### config.mk
export PLATFORM = sky130hd
export DESIGN_NAME = div_unit
export DESIGN_NICKNAME = d
export VERILOG_FILES = /design/src/rtl/div_unit.sv
export SDC_FILE = /design/constraint.sdc
export NUM_CORES = 1
export LEC_CHECK = 0
export ABC_CLOCK_PERIOD_IN_PS = 2900
export CAP_MARGIN = 10
export CORE_MARGIN = 5
export CORE_UTILIZATION = 50
export DETAILED_ROUTE_END_ITERATION = 7
export MAX_ROUTING_LAYER = met4
export PLACE_DENSITY = 0.71
export SLEW_MARGIN = 15
export SYNTH_ARGS = -nofsm -noshare
export SYNTH_HDL_FRONTEND = slang
export SYNTH_SLANG_ARGS = --single-unit
### constraint.sdc
create_clock -name clk -period 2.9 [get_ports clk]
set_input_delay 0.58 -clock clk [delete_from_list [all_inputs] [get_ports clk]]
set_output_delay 0.58 -clock clk [all_outputs]
set_load 0.05 [all_outputs]
### src/rtl/div_unit.sv
// rtl/div_unit.sv - radix-2 restoring divider for DIV/DIVU/REM/REMU
// Sign handling wraps an unsigned core; special cases bypass the iteration.
module div_unit #(
  parameter int N = 32
) (
  input  logic         clk,
  input  logic         rst_n,
  input  logic         start,
  input  logic         is_signed,
  input  logic [N-1:0] dividend,
  input  logic [N-1:0] divisor,
  output logic [N-1:0] quotient,
  output logic [N-1:0] remainder,
  output logic         busy,
  output logic         done
);

  localparam int CW = $clog2(N);
  localparam logic [N-1:0] MIN_VAL = {1'b1, {(N-1){1'b0}}};

  typedef enum logic [1:0] {IDLE, RUNNING, FINISH} state_t;

  state_t         state, state_next;
  logic [CW-1:0]  count;
  logic [N-1:0]   q_reg, r_reg, d_reg;
  logic           neg_q, neg_r, special;

  logic           div_zero, overflow;
  logic [N-1:0]   abs_a, abs_b;
  logic [N:0]     r_shift, diff;
  logic           fits;

  assign div_zero = (divisor == '0);
  assign overflow = is_signed && (dividend == MIN_VAL) && (divisor == '1);
  assign abs_a    = (is_signed && dividend[N-1]) ? -dividend : dividend;
  assign abs_b    = (is_signed && divisor[N-1])  ? -divisor  : divisor;

  // Partial remainder stays below the divisor, so the borrow bit alone decides the step.
  assign r_shift  = {r_reg, q_reg[N-1]};
  assign diff     = r_shift - {1'b0, d_reg};
  assign fits     = ~diff[N];

  assign busy     = (state != IDLE);

  always_ff @(posedge clk or negedge rst_n) begin
    if (!rst_n) state <= IDLE;
    else        state <= state_next;
  end

  always_comb begin
    state_next = state;
    case (state)
      IDLE: begin
        if (start) state_next = (div_zero || overflow) ? FINISH : RUNNING;
      end
      RUNNING: begin
        if (count == CW'(N-1)) state_next = FINISH;
      end
      FINISH:  state_next = IDLE;
      default: state_next = IDLE;
    endcase
  end

  always_ff @(posedge clk or negedge rst_n) begin
    if (!rst_n) begin
      count     <= '0;
      q_reg     <= '0;
      r_reg     <= '0;
      d_reg     <= '0;
      neg_q     <= 1'b0;
      neg_r     <= 1'b0;
      special   <= 1'b0;
      quotient  <= '0;
      remainder <= '0;
      done      <= 1'b0;
    end else begin
      done <= 1'b0;
      case (state)
        IDLE: begin
          if (start) begin
            neg_q <= is_signed & (dividend[N-1] ^ divisor[N-1]) & ~div_zero;
            neg_r <= is_signed & dividend[N-1];
            count <= '0;
            d_reg <= abs_b;
            if (div_zero) begin
              special <= 1'b1;
              q_reg   <= '1;
              r_reg   <= dividend;
            end else if (overflow) begin
              special <= 1'b1;
              q_reg   <= MIN_VAL;
              r_reg   <= '0;
            end else begin
              special <= 1'b0;
              q_reg   <= abs_a;
              r_reg   <= '0;
            end
          end
        end
        RUNNING: begin
          q_reg <= {q_reg[N-2:0], fits};
          r_reg <= fits ? diff[N-1:0] : r_shift[N-1:0];
          count <= count + 1'b1;
        end
        FINISH: begin
          if (special) begin
            quotient  <= q_reg;
            remainder <= r_reg;
          end else begin
            quotient  <= neg_q ? -q_reg : q_reg;
            remainder <= neg_r ? -r_reg : r_reg;
          end
          done <= 1'b1;
        end
        default: ;
      endcase
    end
  end

endmodule
Word-level counts from Yosys, hierarchy flattened

Index checks and enable logic that the tools add are counted.

Muxes and demuxes: 23
Bitwise gates (word level): 6
Reductions and logical operators: 12
$add $sub $neg: 6
Equality and inequality tests: 7

Operators with widths:

| operator                                            | number |
|---|---|
| two-way mux 32 bit                                  | 12 |
| negation 32 bit                                     | 4 |
| one-hot mux 32 bit (2 select lines)                 | 2 |
| equality test 32 bit, second input constant         | 2 |
| subtractor 33 x 32 -> 33 bit                        | 1 |
| logical NOT 32 bit                                  | 1 |
| one-hot mux 5 bit (2 select lines)                  | 1 |
| two-way mux 2 bit                                   | 3 |
| AND reduction 2 bit                                 | 3 |
| adder 5 x 1 -> 5 bit, second input constant         | 1 |
| equality test 5 bit, second input constant          | 1 |
| two-way mux 5 bit                                   | 1 |
| logical AND 1 bit                                   | 4 |
| inequality test 2 bit, second input constant        | 2 |
| one-hot mux 2 bit (2 select lines)                  | 1 |
| nonzero test 2 bit                                  | 2 |
| bitwise AND 1 bit                                   | 3 |
| two-way mux 1 bit                                   | 3 |
| equality test 2 x 1 -> 1 bit, second input constant | 1 |
| equality test 2 bit, second input constant          | 1 |
| logical NOT 2 bit                                   | 1 |
| inverter 1 bit                                      | 2 |
| logical OR 1 bit                                    | 1 |
| XOR 1 bit                                           | 1 |

Logic and storage cells: 65
Register bits: 171
Output and inout bits: 66

Logic depth before layout (Yosys ltp)

Gate-level depths: netlist (run 1).

Word-level depth: 7
Depth in mapped cells: 13
Depth with buffers taken out: 12

Least setup slack after synthesis (run 1)

OpenSTA, ideal clock, no wires.

Path kind: reg-to-reg
From: register r_reg[24]
To: register r_reg[18]
Clock period less this slack: 2.995 ns
Data required time: 2.773 ns
Arrival time: 2.868 ns
Setup slack: -0.095 ns
Stages on the path, launching flop included: 12
Path through: dfrtp_1 ha_1 clkbuf_1 nand2_1 or3_1 nor4_1 a2111oi_0 a41o_1 a22oi_4 mux2_2 a221oi_1 nor2_1

Word-level cells in the longest chain between the ends: 3

Ends and longest elaborated chain:

| item                                | RTL line | source |
|---|---|---|
| start, declared                     | 25       | `logic [N-1:0] q_reg, r_reg, d_reg;` |
| start signal, assigned              | 88       | `r_reg <= dividend;` |
| start signal, assigned              | 102      | `r_reg <= fits ? diff[N-1:0] : r_shift[N-1:0];` |
| subtractor 33 x 32 -> 33 bit        | 40       | `assign diff = r_shift - {1'b0, d_reg};` |
| two-way mux 32 bit                  | 102      |  |
| one-hot mux 32 bit (2 select lines) | 78       | `case (state)` |

Every way passes these cells.
A chain may end at the register's enable or synchronous reset.

Final worst setup path (run 1)

From: register q_reg[31]
To: register r_reg[9]

Word-level cells in the longest chain between the ends: 3

Ends and longest elaborated chain:

| item                                | RTL line | source |
|---|---|---|
| start, declared                     | 25       |  |
| start signal, assigned              | 95       | `q_reg <= abs_a;` |
| start signal, assigned              | 101      | `q_reg <= {q_reg[N-2:0], fits};` |
| subtractor 33 x 32 -> 33 bit        | 40       |  |
| two-way mux 32 bit                  | 102      |  |
| one-hot mux 32 bit (2 select lines) | 78       |  |

Every way passes these cells.

==> results by group, run 1 <==
Synthesis
  – Leading cell types by total area after synthesis: sky130_fd_sc_hd__dfrtp_1 36%, sky130_fd_sc_hd__o21ai_0 6.9%, sky130_fd_sc_hd__nand2_1 6.2%
  – Area fraction of the dominant cell type after synthesis: 0.3633
  – Largest area contributor in the synthesized netlist: sky130_fd_sc_hd__dfrtp_1
  – Post-synthesis cell type count: 71
  – Synthesized area: 11780 sq um
  – Sequential cell area fraction in the yosys report: 0.3633
  – Number of warnings issued by yosys: 0
  – Cells after Synth: roughly 1400
  – Dominant synthesized flop cell: sky130_fd_sc_hd__dfrtp_1
  – Average cell area after synthesis: 8.271 sq um
  – Number of synthesized flops with an enable pin: 0
  – Synthesized Nets: 1532
  – Async set or reset register ratio after synthesis: 1.000
  – Seq cells post-synth: around 170

Critical path
  – Sort of element at the start of the critical path: flop
  – WS Path Type: reg2reg
  – Worst endpoint data arrival time: 3430 ps
  – Crit end category: flop
  – Required @ worst endpoint: 3220 ps
  – Max FO, Critical Path: 6

Timing
  – Fin crit period: between 3000 and 4000 ps
  – Final period utilization: 1.071
  – Unrepaired setup endpoints after global routing: yes
  – Maximum achievable frequency: 322.0 MHz
  – Hold slack: 158.4 ps
  – Setup clock skew after layout: 14.50 ps
  – Smallest setup slack after layout: -205.9 ps
  – Count of endpoints failing hold in the final timing report: 0
  – Number of setup violations in the final report: 33
  – Max-slew violations: 0
  – Slew margin rel.: 0.4046
  – Final TNS setup: -3763 ps
  – Slew at the pin with the worst max-slew slack: approximately 890 ps

Die
  – Die Outline Area: 26720 sq um
  – Die width: 163.5 microns
  – Cell row count: 56
  – Initial standard-cell utilization of the core: 0.5048
  – Number of primary I/O pins: 134
  – Vertical extent of the die: 163.5 microns
  – Placeable core area: 23330 sq um

Clock network
  – CTS Root Buffer Type: sky130_fd_sc_hd__clkbuf_16
  – Clock insertion delay at the later pin of the skew report: 440 ps
  – Num Clock Sinks: 171
  – Cts hold-fix bufs: 0
  – Maximum clock insertion buffer count: 2
  – Count of H-tree levels built during CTS: 4
  – Reg clk slew, reported paths: roughly 80 ps
  – Total clock buffers created by CTS: 17
  – TritonCTS clock tree: done

Power and ir drop
  – Peak VDD IR: 0.6848 mV
  – Reported leakage power: 7.493 nW
  – Power density normalized to cell area: between 1000 and 1500 nW/um^2

Route
  – Final antenna-violating net count: 0
  – Wire per inst: 19.02 microns
  – Routed WL: 40.26 mm
  – Detailed-route vias per instance: 5.669
  – DRC viols: 0
  – Number of detailed-routing iterations run before antenna repair: 5
  – Number of vias in the routed layout: approximately 12000
  – Starting DRC count in detailed routing: 1071

Cells and area
  – Filler cells: 1872
  – Leading cell type in the layout, fill and taps excluded: sky130_fd_sc_hd__buf_4
  – Most frequent cells in the layout: 268 x sky130_fd_sc_hd__buf_4, 190 x sky130_fd_sc_hd__nand2_1, 167 x sky130_fd_sc_hd__dfrtp_1
  – Share of layout cells above drive strength 1: 0.2369
  – Area of the multi-input gates: 7518 sq um
  – Synthesis-to-layout area growth: 41.79%
  – Register area: 4284 sq um
  – Antenna Cells: 0
  – Count of placed standard cells in the final layout, fillers left out: roughly 2100
  – Number of nets in the finished design: 1893

Placement
  – DPL Wire Length: 31.09 mm
  – Final Wtd Congestion: 0.9655
  – Inst Count DP: 2058
  – Count of port buffers added during placement: 133

Run
  – Number of maximum-capacitance violations: 0

Global route
  – Overall global routing resource usage: 0.3088
  – Number of antenna violations at the first check in global routing: 0
  – Via count of the first global-routing pass: 11530
  – Largest net degree at the start of global routing: 72
  – Global route total overflow: 0
  – Wire length of the first global-routing pass: 63.17 mm

Run status
  – Run status: finished with violations
  – Violations in the final reports: setup timing

Hold path
  – Path category of the worst min-delay check: in2async
-- worst max-delay path, cell delays in order, from the launching register on --
cell and delay (ps):
sky130_fd_sc_hd__dfrtp_1 350, sky130_fd_sc_hd__inv_1 70, sky130_fd_sc_hd__ha_2 200, sky130_fd_sc_hd__fa_2 340, sky130_fd_sc_hd__nand2b_4 160, sky130_fd_sc_hd__a21oi_4 160, sky130_fd_sc_hd__o21ai_2 100, sky130_fd_sc_hd__o211ai_1 340
sky130_fd_sc_hd__nand4b_1 240, sky130_fd_sc_hd__a22oi_4 250, sky130_fd_sc_hd__buf_12 170, sky130_fd_sc_hd__mux2_4 300, sky130_fd_sc_hd__a221oi_2 230, sky130_fd_sc_hd__nor2_1 80
-- repair_timing --
item	4_1_cts	5_1_grt
buffers inserted	11	17
setup endpoints to repair	38	61
cloned	1	0
resized for setup	66	68
pin swaps	30	25
-- stage by stage --
stage	instance area, sq um	power (mW)	utilization	setup slack, ps
after floorplan	11810	13.36	-	5.442
after global placement	15320	18.89	0.6565	-523.2
after detailed placement	15320	19.16	0.6565	-542.6
after CTS	16240	22.67	0.6961	-160.3
after global routing	16700	25.29	0.7157	-311.3
final	16700	23.69	0.7157	-205.9
-- cells by family (layout without fill, tap and decap cells) --
| kind of cell | count (synthesis) | count (layout) | share of synthesized area |
|---|---|---|---|
| compound gates | 453 | 453 | 0.2371 |
| xor+xnor | 148 | 148 | 0.1101 |
| fa+ha+maj | 40 | 40 | 0.04313 |
| buf+inv | 137 | 511 | 0.04472 |
| flops | 171 | 171 | 0.3633 |
| mux | 24 | 24 | 0.02114 |
| simple gates | 451 | 451 | 0.1805 |
-- final timing paths --
kind,startpoint,to,slack (ps),depth (start not counted)
max,q_reg[31],r_reg[9],-210,13
min,rst_n,remainder[2],160,1
max reg2reg,q_reg[31],r_reg[9],-210,13
min reg2reg,quotient[28],quotient[28],480,2
max in group asynchronous,rst_n,remainder[26],2010,2
min in group clk,quotient[28],quotient[28],480,2
-- cells in the mapped netlist, drive strengths merged, types with 12 or more instances --
| cell type | instances |
|---|---|
| nand2 | 197 |
| dfrtp | 171 |
| o21ai | 167 |
| a21oi | 113 |
| nor2 | 103 |
| xnor2 | 82 |
| clkbuf | 69 |
| xor2 | 66 |
| inv | 56 |
| ha | 39 |
| nor3 | 34 |
| a31oi | 28 |
| a21o | 23 |
| a221oi | 21 |
| o31ai | 18 |
| mux2i | 17 |
| nand3 | 17 |
| o21a | 17 |
| nor4 | 16 |
| nand4 | 15 |
| nand2b | 14 |
| buf | 12 |
-- power by group --
group | switching [mW] | leakage [nW] | internal [mW]
Sequential | 1.02 | 2.04 | 3.56
Combinational | 8.72 | 5.17 | 8.07
Clock | 1.16 | 0.281 | 1.15
-- layout make-up --
type	instances	share of cell area
Inverter	56	0.01259
Timing Repair Buffer	423	0.2220
Clock inverter	14	0.009066
Tap cell	319	0.02390
Clock buffer	18	0.02570
Multi-Input combinational cell	1116	0.4502
Sequential cell	171	0.2565
-- routing by layer --
layer | GRT usage | part of all wire | up-vias
li1 | - | - | 5798
met4 | 0.1003 | 0.031 | 0
met2 | 0.5008 | 0.48 | 410
met3 | 0.02675 | 0.050 | 69
met5 | - | 0 | -
met1 | 0.4131 | 0.44 | 5724
(Power assumes the default switching activity.)
==> inputs of run 2 (changes only) <==
--- a/config.mk
+++ b/config.mk
@@ -7,11 +7,12 @@
 export LEC_CHECK = 0
 export ABC_CLOCK_PERIOD_IN_PS = 2900
 export CAP_MARGIN = 10
-export CORE_MARGIN = 5
-export CORE_UTILIZATION = 50
+export CELL_PAD_IN_SITES_DETAIL_PLACEMENT = 1
+export CELL_PAD_IN_SITES_GLOBAL_PLACEMENT = 1
+export CORE_UTILIZATION = 39
 export DETAILED_ROUTE_END_ITERATION = 7
 export MAX_ROUTING_LAYER = met4
-export PLACE_DENSITY = 0.71
+export PLACE_DENSITY = 0.74
 export SLEW_MARGIN = 15
 export SYNTH_ARGS = -nofsm -noshare
 export SYNTH_HDL_FRONTEND = slang
==> results by group, run 2 (synthesis gave the netlist of run 1 again) <==
Run status
  – Run status: finished with violations (unchanged)
  – Violations in the final reports: setup timing (unchanged)

Route
  – Final antenna-violating net count: 0 (unchanged)
  – Routed WL: 46.80 mm (was 40.26 mm)
  – Number of detailed-routing iterations run before antenna repair: 5 (unchanged)
  – Number of vias in the routed layout: 12390 (was 12000)
  – Starting DRC count in detailed routing: 813 (was 1071)
  – Wire per inst: 21.24 microns (was 19.02 microns)
  – Detailed-route vias per instance: 5.621 (was 5.669)
  – DRC viols: 0 (unchanged)

Timing
  – Number of setup violations in the final report: 32 (was 33)
  – Setup clock skew after layout: 12.17 ps (was 14.50 ps)
  – Slew margin rel.: 0.3956 (was 0.4046)
  – Count of endpoints failing hold in the final timing report: 0 (unchanged)
  – Final period utilization: 1.095 (was 1.071)
  – Max-slew violations: 0 (unchanged)
  – Smallest setup slack after layout: -276.0 ps (was -205.9 ps)
  – Maximum achievable frequency: 314.9 MHz (was 322.0 MHz)
  – Final TNS setup: -4712 ps (was -3763 ps)
  – Unrepaired setup endpoints after global routing: yes (unchanged)
  – Fin crit period: 3176 ps (was 3106 ps)
  – Slew at the pin with the worst max-slew slack: 906.5 ps (was 893.1 ps)

Global route
  – Global route total overflow: 0 (unchanged)
  – Overall global routing resource usage: 0.3107 (was 0.3088)
  – Number of antenna violations at the first check in global routing: 0 (unchanged)
  – Met3 track demand over resource: 0.03701 (was 0.02675)
  – Grt peak-use layer: met2 (unchanged)
  – Largest net degree at the start of global routing: 94 (was 72)
  – Wire length of the first global-routing pass: 71.68 mm (was 63.17 mm)
  – Met2 track utilization from global routing: 0.5239 (was 0.5008)
  – Via count of the first global-routing pass: 12840 (was 11530)
  – Met1 Usage GRT: 0.3729 (was 0.4131)

Cells and area
  – Most frequent cells in the layout: 283 x sky130_fd_sc_hd__buf_4, 186 x sky130_fd_sc_hd__nand2_1, 164 x sky130_fd_sc_hd__dfrtp_1 (was 268 x sky130_fd_sc_hd__buf_4, 190 x sky130_fd_sc_hd__nand2_1, 167 x sky130_fd_sc_hd__dfrtp_1)
  – Final design instance area without fill: 17060 sq um (was 16700 sq um)
  – Leading cell type in the layout, fill and taps excluded: sky130_fd_sc_hd__buf_4 (unchanged)
  – Share of layout cells above drive strength 1: 0.2581 (was 0.2369)
  – Area of the multi-input gates: 7719 sq um (was 7518 sq um)
  – Number of nets in the finished design: 1908 (was 1893)
  – Register area: 4288 sq um (was 4284 sq um)
  – Synthesis-to-layout area growth: 44.87% (was 41.79%)
  – Count of placed standard cells in the final layout, fillers left out: 2204 (was 2117)
  – Filler cells: 3522 (was 1872)

Critical path
  – Sort of element at the start of the critical path: flop (unchanged)
  – WS Path Type: reg2reg (unchanged)
  – Required @ worst endpoint: 3230 ps (was 3220 ps)
  – Max FO, Critical Path: 6 (unchanged)
  – Crit end category: flop (unchanged)
  – Worst endpoint data arrival time: 3510 ps (was 3430 ps)

Clock network
  – Maximum clock insertion buffer count: 2 (unchanged)
  – Total clock buffers created by CTS: 17 (unchanged)
  – CTS Root Buffer Type: sky130_fd_sc_hd__clkbuf_16 (unchanged)
  – Num Clock Sinks: 171 (unchanged)
  – TritonCTS clock tree: done (unchanged)
  – Count of H-tree levels built during CTS: 4 (unchanged)
  – Clock insertion delay at the later pin of the skew report: 460 ps (was 440 ps)
  – Reg clk slew, reported paths: 80 ps (about the same)

Placement
  – DPL Wire Length: 34.66 mm (was 31.09 mm)
  – Final Wtd Congestion: 0.9623 (was 0.9655)
  – Inst Count DP: 2144 (was 2058)
  – Count of port buffers added during placement: 133 (unchanged)
  – Instance area after placement: 15480 sq um (was 15320 sq um)

Die
  – Vertical extent of the die: 175.8 microns (was 163.5 microns)
  – Placeable core area: 29640 sq um (was 23330 sq um)
  – Die Outline Area: 30900 sq um (was 26720 sq um)
  – Number of primary I/O pins: 134 (unchanged)
  – Cell row count: 63 (was 56)
  – Initial standard-cell utilization of the core: 0.3974 (was 0.5048)
  – Die width: 175.8 microns (was 163.5 microns)

Power and ir drop
  – Reported leakage power: 7.551 nW (was 7.493 nW)
  – Peak VDD IR: 0.5970 mV (was 0.6848 mV)
  – Power density normalized to cell area: 1457 nW/um^2 (was 1419 nW/um^2)

Run
  – Number of maximum-capacitance violations: 0 (unchanged)

Hold path
  – Path category of the worst min-delay check: reg2reg (was in2async)
[run 2: cell count changes in the layout (fill, tap and decap cells not counted), sizes merged]
cell          delta
clkbuf           +1
bufinv           +1
clkinv           -3
dlygate4sd3      +1
dlygate4sd2      +1
dlymetal6s2s     -1
clkinvlp         +2
buf             +13
diode            +1
[run 2: final cells by class]
cell class / instances / area share
Clock buffer: 18 / 0.02515
Inverter: 56 / 0.01232
Antenna cell: 1 / 0.0001467
Multi-Input combinational cell: 1116 / 0.4524
Timing Repair Buffer: 438 / 0.2221
Clock inverter: 14 / 0.007993
Sequential cell: 171 / 0.2513
Tap cell: 390 / 0.02860
[run 2: per-stage QoR]
stage / power (mW) / hold WS, ps / utilization / setup slack, ps
2_1_floorplan: 13.36 / 284.4 / - / 5.442
3_3_place_gp: 18.96 / 398.3 / 0.5224 / -475.8
3_5_place_dp: 19.45 / 398.0 / 0.5224 / -510.0
4_1_cts: 23.27 / 487.0 / 0.5573 / -287.6
5_1_grt: 26.42 / 499.1 / 0.5756 / -353.3
6_report: 24.85 / 482.2 / 0.5757 / -276.0
[run 2: final timing paths]
path,startpoint,end,slack [ps],cells after the start
worst max-delay path,r_reg[26],r_reg[20],-280,11
worst min-delay path,quotient[26],quotient[26],480,2
worst max register to register,r_reg[26],r_reg[20],-280,11
worst min register to register,quotient[26],quotient[26],480,2
max in group asynchronous,rst_n,r_reg[25],1620,3
min in group asynchronous,rst_n,count[1],500,2
[run 2: routing by layer]
| metal | wire length (microns) | share of wire | vias to the layer above |
|---|---|---|---|
| met5 | 0 | 0 | - |
| met4 | 2040 | 0.044 | 0 |
| met3 | 1589 | 0.034 | 108 |
| met2 | 23110 | 0.49 | 350 |
| met1 | 20060 | 0.43 | 6120 |
| li1 | - | - | 5810 |
[run 2: timing repair]
item / in CTS / in global routing
endpoints found under the hold margin: 8 / 0
cloned: 1 / 1
setup endpoints to repair: 44 / 75
gates resized for setup: 82 / 81
pin swaps: 41 / 55
buffers inserted: 14 / 12
hold buffers: 1 / 0
[run 2: where the power goes]
part	leakage (nW)	switching, mW	internal, mW
clock network	0.269	1.09	1.20
registers	2.04	1.09	3.57
logic	5.24	9.48	8.42
total	7.55	11.7	13.2
[run 2: critical path: stages, from the launching register on]
cell	delay, ps
sky130_fd_sc_hd__dfrtp_2	450
sky130_fd_sc_hd__ha_4	290
sky130_fd_sc_hd__nand2_2	50
sky130_fd_sc_hd__or3_4	430
sky130_fd_sc_hd__nor4_4	350
sky130_fd_sc_hd__a2111oi_4	130
sky130_fd_sc_hd__a41o_1	280
sky130_fd_sc_hd__a22oi_4	240
sky130_fd_sc_hd__buf_12	170
sky130_fd_sc_hd__mux2_4	300
sky130_fd_sc_hd__a221oi_2	260
sky130_fd_sc_hd__nor2_1	100
==> inputs of run 3 (changes only) <==
--- a/config.mk
+++ b/config.mk
@@ -13,7 +13,9 @@
 export DETAILED_ROUTE_END_ITERATION = 7
 export MAX_ROUTING_LAYER = met4
 export PLACE_DENSITY = 0.74
+export RECOVER_POWER = 100
 export SLEW_MARGIN = 15
 export SYNTH_ARGS = -nofsm -noshare
 export SYNTH_HDL_FRONTEND = slang
 export SYNTH_SLANG_ARGS = --single-unit
+export TNS_END_PERCENT = 1
==> results by group, run 3 (synthesis gave the netlist of run 1 again) <==
Power and ir drop
  – Peak VDD IR: 0.5356 mV (was 0.5970 mV)
  – Sequential Power Share: 0.200 (was 0.188)
  – Clk network pwr share: 0.112 (was 0.092)
  – Internal power of the cells: 12.01 mW (was 13.19 mW)
  – Reported net switching power: 10.77 mW (was 11.66 mW)
  – Power, Total: 22.78 mW (was 24.85 mW)
  – Sw Ratio: 0.4728 (was 0.4693)
  – Reported leakage power: 7.323 nW (was 7.551 nW)
  – Combinational group share of total power: 0.688 (was 0.720)
  – Power density normalized to cell area: 1393 nW/um^2 (was 1457 nW/um^2)

Timing
  – Unrepaired setup endpoints after global routing: yes (unchanged)
  – Max-slew violations: 0 (unchanged)
  – Slew margin rel.: 0.08571 (was 0.3956)
  – Final period utilization: 1.093 (was 1.095)
  – Fin crit period: 3169 ps (was 3176 ps)
  – Setup clock skew after layout: 15.10 ps (was 12.17 ps)
  – Number of setup violations in the final report: 48 (was 32)
  – Slew at the pin with the worst max-slew slack: 1371 ps (was 906.5 ps)
  – Count of endpoints failing hold in the final timing report: 0 (unchanged)
  – Smallest setup slack after layout: -269.0 ps (was -276.0 ps)
  – Maximum achievable frequency: 315.6 MHz (was 314.9 MHz)

Cells and area
  – Number of nets in the finished design: 1881 (was 1908)
  – Synthesis-to-layout area growth: 38.82% (was 44.87%)
  – Most frequent cells in the layout: 255 x sky130_fd_sc_hd__buf_4, 191 x sky130_fd_sc_hd__nand2_1, 171 x sky130_fd_sc_hd__dfrtp_1 (was 283 x sky130_fd_sc_hd__buf_4, 186 x sky130_fd_sc_hd__nand2_1, 164 x sky130_fd_sc_hd__dfrtp_1)
  – Final design instance area without fill: 16350 sq um (was 17060 sq um)
  – Leading cell type in the layout, fill and taps excluded: sky130_fd_sc_hd__buf_4 (unchanged)
  – Share of layout cells above drive strength 1: 0.2178 (was 0.2581)

Critical path
  – WS Path Type: reg2reg (unchanged)
  – Max FO, Critical Path: 10 (was 6)
  – Required @ worst endpoint: 3220 ps (was 3230 ps)
  – Sort of element at the start of the critical path: flop (unchanged)
  – Crit end category: flop (unchanged)
  – Worst endpoint data arrival time: 3490 ps (was 3510 ps)

Route
  – DRC viols: 0 (unchanged)
  – Wire length on met1: 20.21 mm (was 20.06 mm)
  – Wire per inst: 21.01 microns (was 21.24 microns)
  – Starting DRC count in detailed routing: 815 (was 813)
  – Length of routed met2 wiring: 22.51 mm (was 23.11 mm)
  – Final antenna-violating net count: 0 (unchanged)
  – Number of vias in the routed layout: 12180 (was 12390)
  – Routed WL: 45.74 mm (was 46.80 mm)
  – Routed length on met3: 1.586 mm (was 1.589 mm)
  – Number of detailed-routing iterations run before antenna repair: 5 (unchanged)
  – Detailed-route vias per instance: 5.597 (was 5.621)
  – Max Used Layer: met4 (unchanged)

Clock network
  – TritonCTS clock tree: done (unchanged)
  – Count of H-tree levels built during CTS: 4 (unchanged)
  – Reg clk slew, reported paths: 70 ps (was 80 ps)
  – CTS Root Buffer Type: sky130_fd_sc_hd__clkbuf_16 (unchanged)
  – Num Clock Sinks: 171 (unchanged)
  – Cts hold-fix bufs: 0 (was 1)
  – Clock insertion delay at the later pin of the skew report: 450 ps (was 460 ps)
  – Total clock buffers created by CTS: 17 (unchanged)
  – Maximum clock insertion buffer count: 2 (unchanged)

Die
  – Vertical extent of the die: 175.8 microns (unchanged)
  – Initial standard-cell utilization of the core: 0.3974 (unchanged)
  – Number of primary I/O pins: 134 (unchanged)
  – Cell row count: 63 (unchanged)
  – Die Outline Area: 30900 sq um (unchanged)
  – Die width: 175.8 microns (unchanged)
  – Placeable core area: 29640 sq um (unchanged)

Global route
  – Overall global routing resource usage: 0.3113 (was 0.3107)
  – Wire length of the first global-routing pass: 71.55 mm (was 71.68 mm)
  – Largest net degree at the start of global routing: 72 (was 94)
  – Via count of the first global-routing pass: 12580 (was 12840)
  – Number of antenna violations at the first check in global routing: 1 (was 0)
  – Global route total overflow: 0 (unchanged)

Run status
  – Run status: finished with violations (unchanged)
  – Violations in the final reports: setup timing (unchanged)

Placement
  – Instance area after placement: 15440 sq um (was 15480 sq um)
  – DPL Wire Length: 35.42 mm (was 34.66 mm)
  – Final Wtd Congestion: 0.9289 (was 0.9623)
  – Count of port buffers added during placement: 133 (unchanged)

Run
  – Number of maximum-capacitance violations: 0 (unchanged)

Hold path
  – Path category of the worst min-delay check: in2async (was reg2reg)
==> run 3: worst paths after layout <==
check                       startpoint     endpoint  slack [ps]  cells after the start
setup / recovery              d_reg[0]     r_reg[3]        -270                     13
hold / removal                   rst_n     r_reg[1]         430                      1
setup reg to reg              d_reg[0]     r_reg[3]        -270                     13
hold reg to reg            quotient[9]  quotient[9]         470                      2
max in group asynchronous        rst_n     q_reg[5]         730                      2
min in group clk           quotient[9]  quotient[9]         470                      2
==> run 3: power groups by stage <==
stage	combinational (mW)	sequential (mW)	clock, mW
3_5_place_dp	14.8	4.57	0
2_1_floorplan	7.56	5.75	0
6_report	15.7	4.55	2.55
5_1_grt	16.9	4.68	2.67
3_3_place_gp	14.3	4.49	0
4_1_cts	15.4	4.55	2.58
==> run 3: layout make-up <==
cell class / instances / area, sq um
clock buffers: 18 / 429.2
fillers: 3582 / 13290
multi-input cells: 1116 / 7277
inverters: 56 / 210.2
well taps: 390 / 488.0
diodes: 1 / 2.502
repair buffers: 411 / 3458
clock inverters: 14 / 205.2
flip-flops and latches: 171 / 4279
==> run 3: critical path, stage by stage, from the launching register on <==
cell	delay (ps)
sky130_fd_sc_hd__dfrtp_1	440
sky130_fd_sc_hd__ha_4	190
sky130_fd_sc_hd__fa_2	340
sky130_fd_sc_hd__nand2b_4	160
sky130_fd_sc_hd__a21oi_2	120
sky130_fd_sc_hd__buf_4	140
sky130_fd_sc_hd__o21ai_4	70
sky130_fd_sc_hd__o211ai_1	290
sky130_fd_sc_hd__nand4b_1	220
sky130_fd_sc_hd__a22oi_4	200
sky130_fd_sc_hd__buf_12	160
sky130_fd_sc_hd__mux2_2	360
sky130_fd_sc_hd__a221oi_2	270
sky130_fd_sc_hd__a21oi_1	90
==> run 3: timing repair <==
action | CTS | global route
resized for setup | 34 | 50
setup endpoints to repair | 46 | 88
buffers inserted | 1 | 3
pin swaps | 7 | 12
==> run 3: metal layers <==
metal / GRT usage / vias up
met3: 0.03506 / 79
met4: 0.1036 / 0
met5: - / -
met2: 0.5227 / 273
met1: 0.3886 / 6075
li1: - / 5757
==> run 3: stage by stage <==
stage | hold WS (ps) | instances | util | setup WS (ps) | TNS [ps]
2_1_floorplan | 284.4 | 1424 | - | -42.24 | -272.1
5_1_grt | 493.6 | 2177 | 0.5516 | -358.0 | -15630
3_5_place_dp | 470.3 | 2140 | 0.5210 | -494.5 | -26950
4_1_cts | 90.61 | 2173 | 0.5484 | -245.8 | -4778
3_3_place_gp | 462.5 | 2140 | 0.5210 | -473.6 | -18900
6_report | 426.7 | 2177 | 0.5516 | -269.0 | -4062
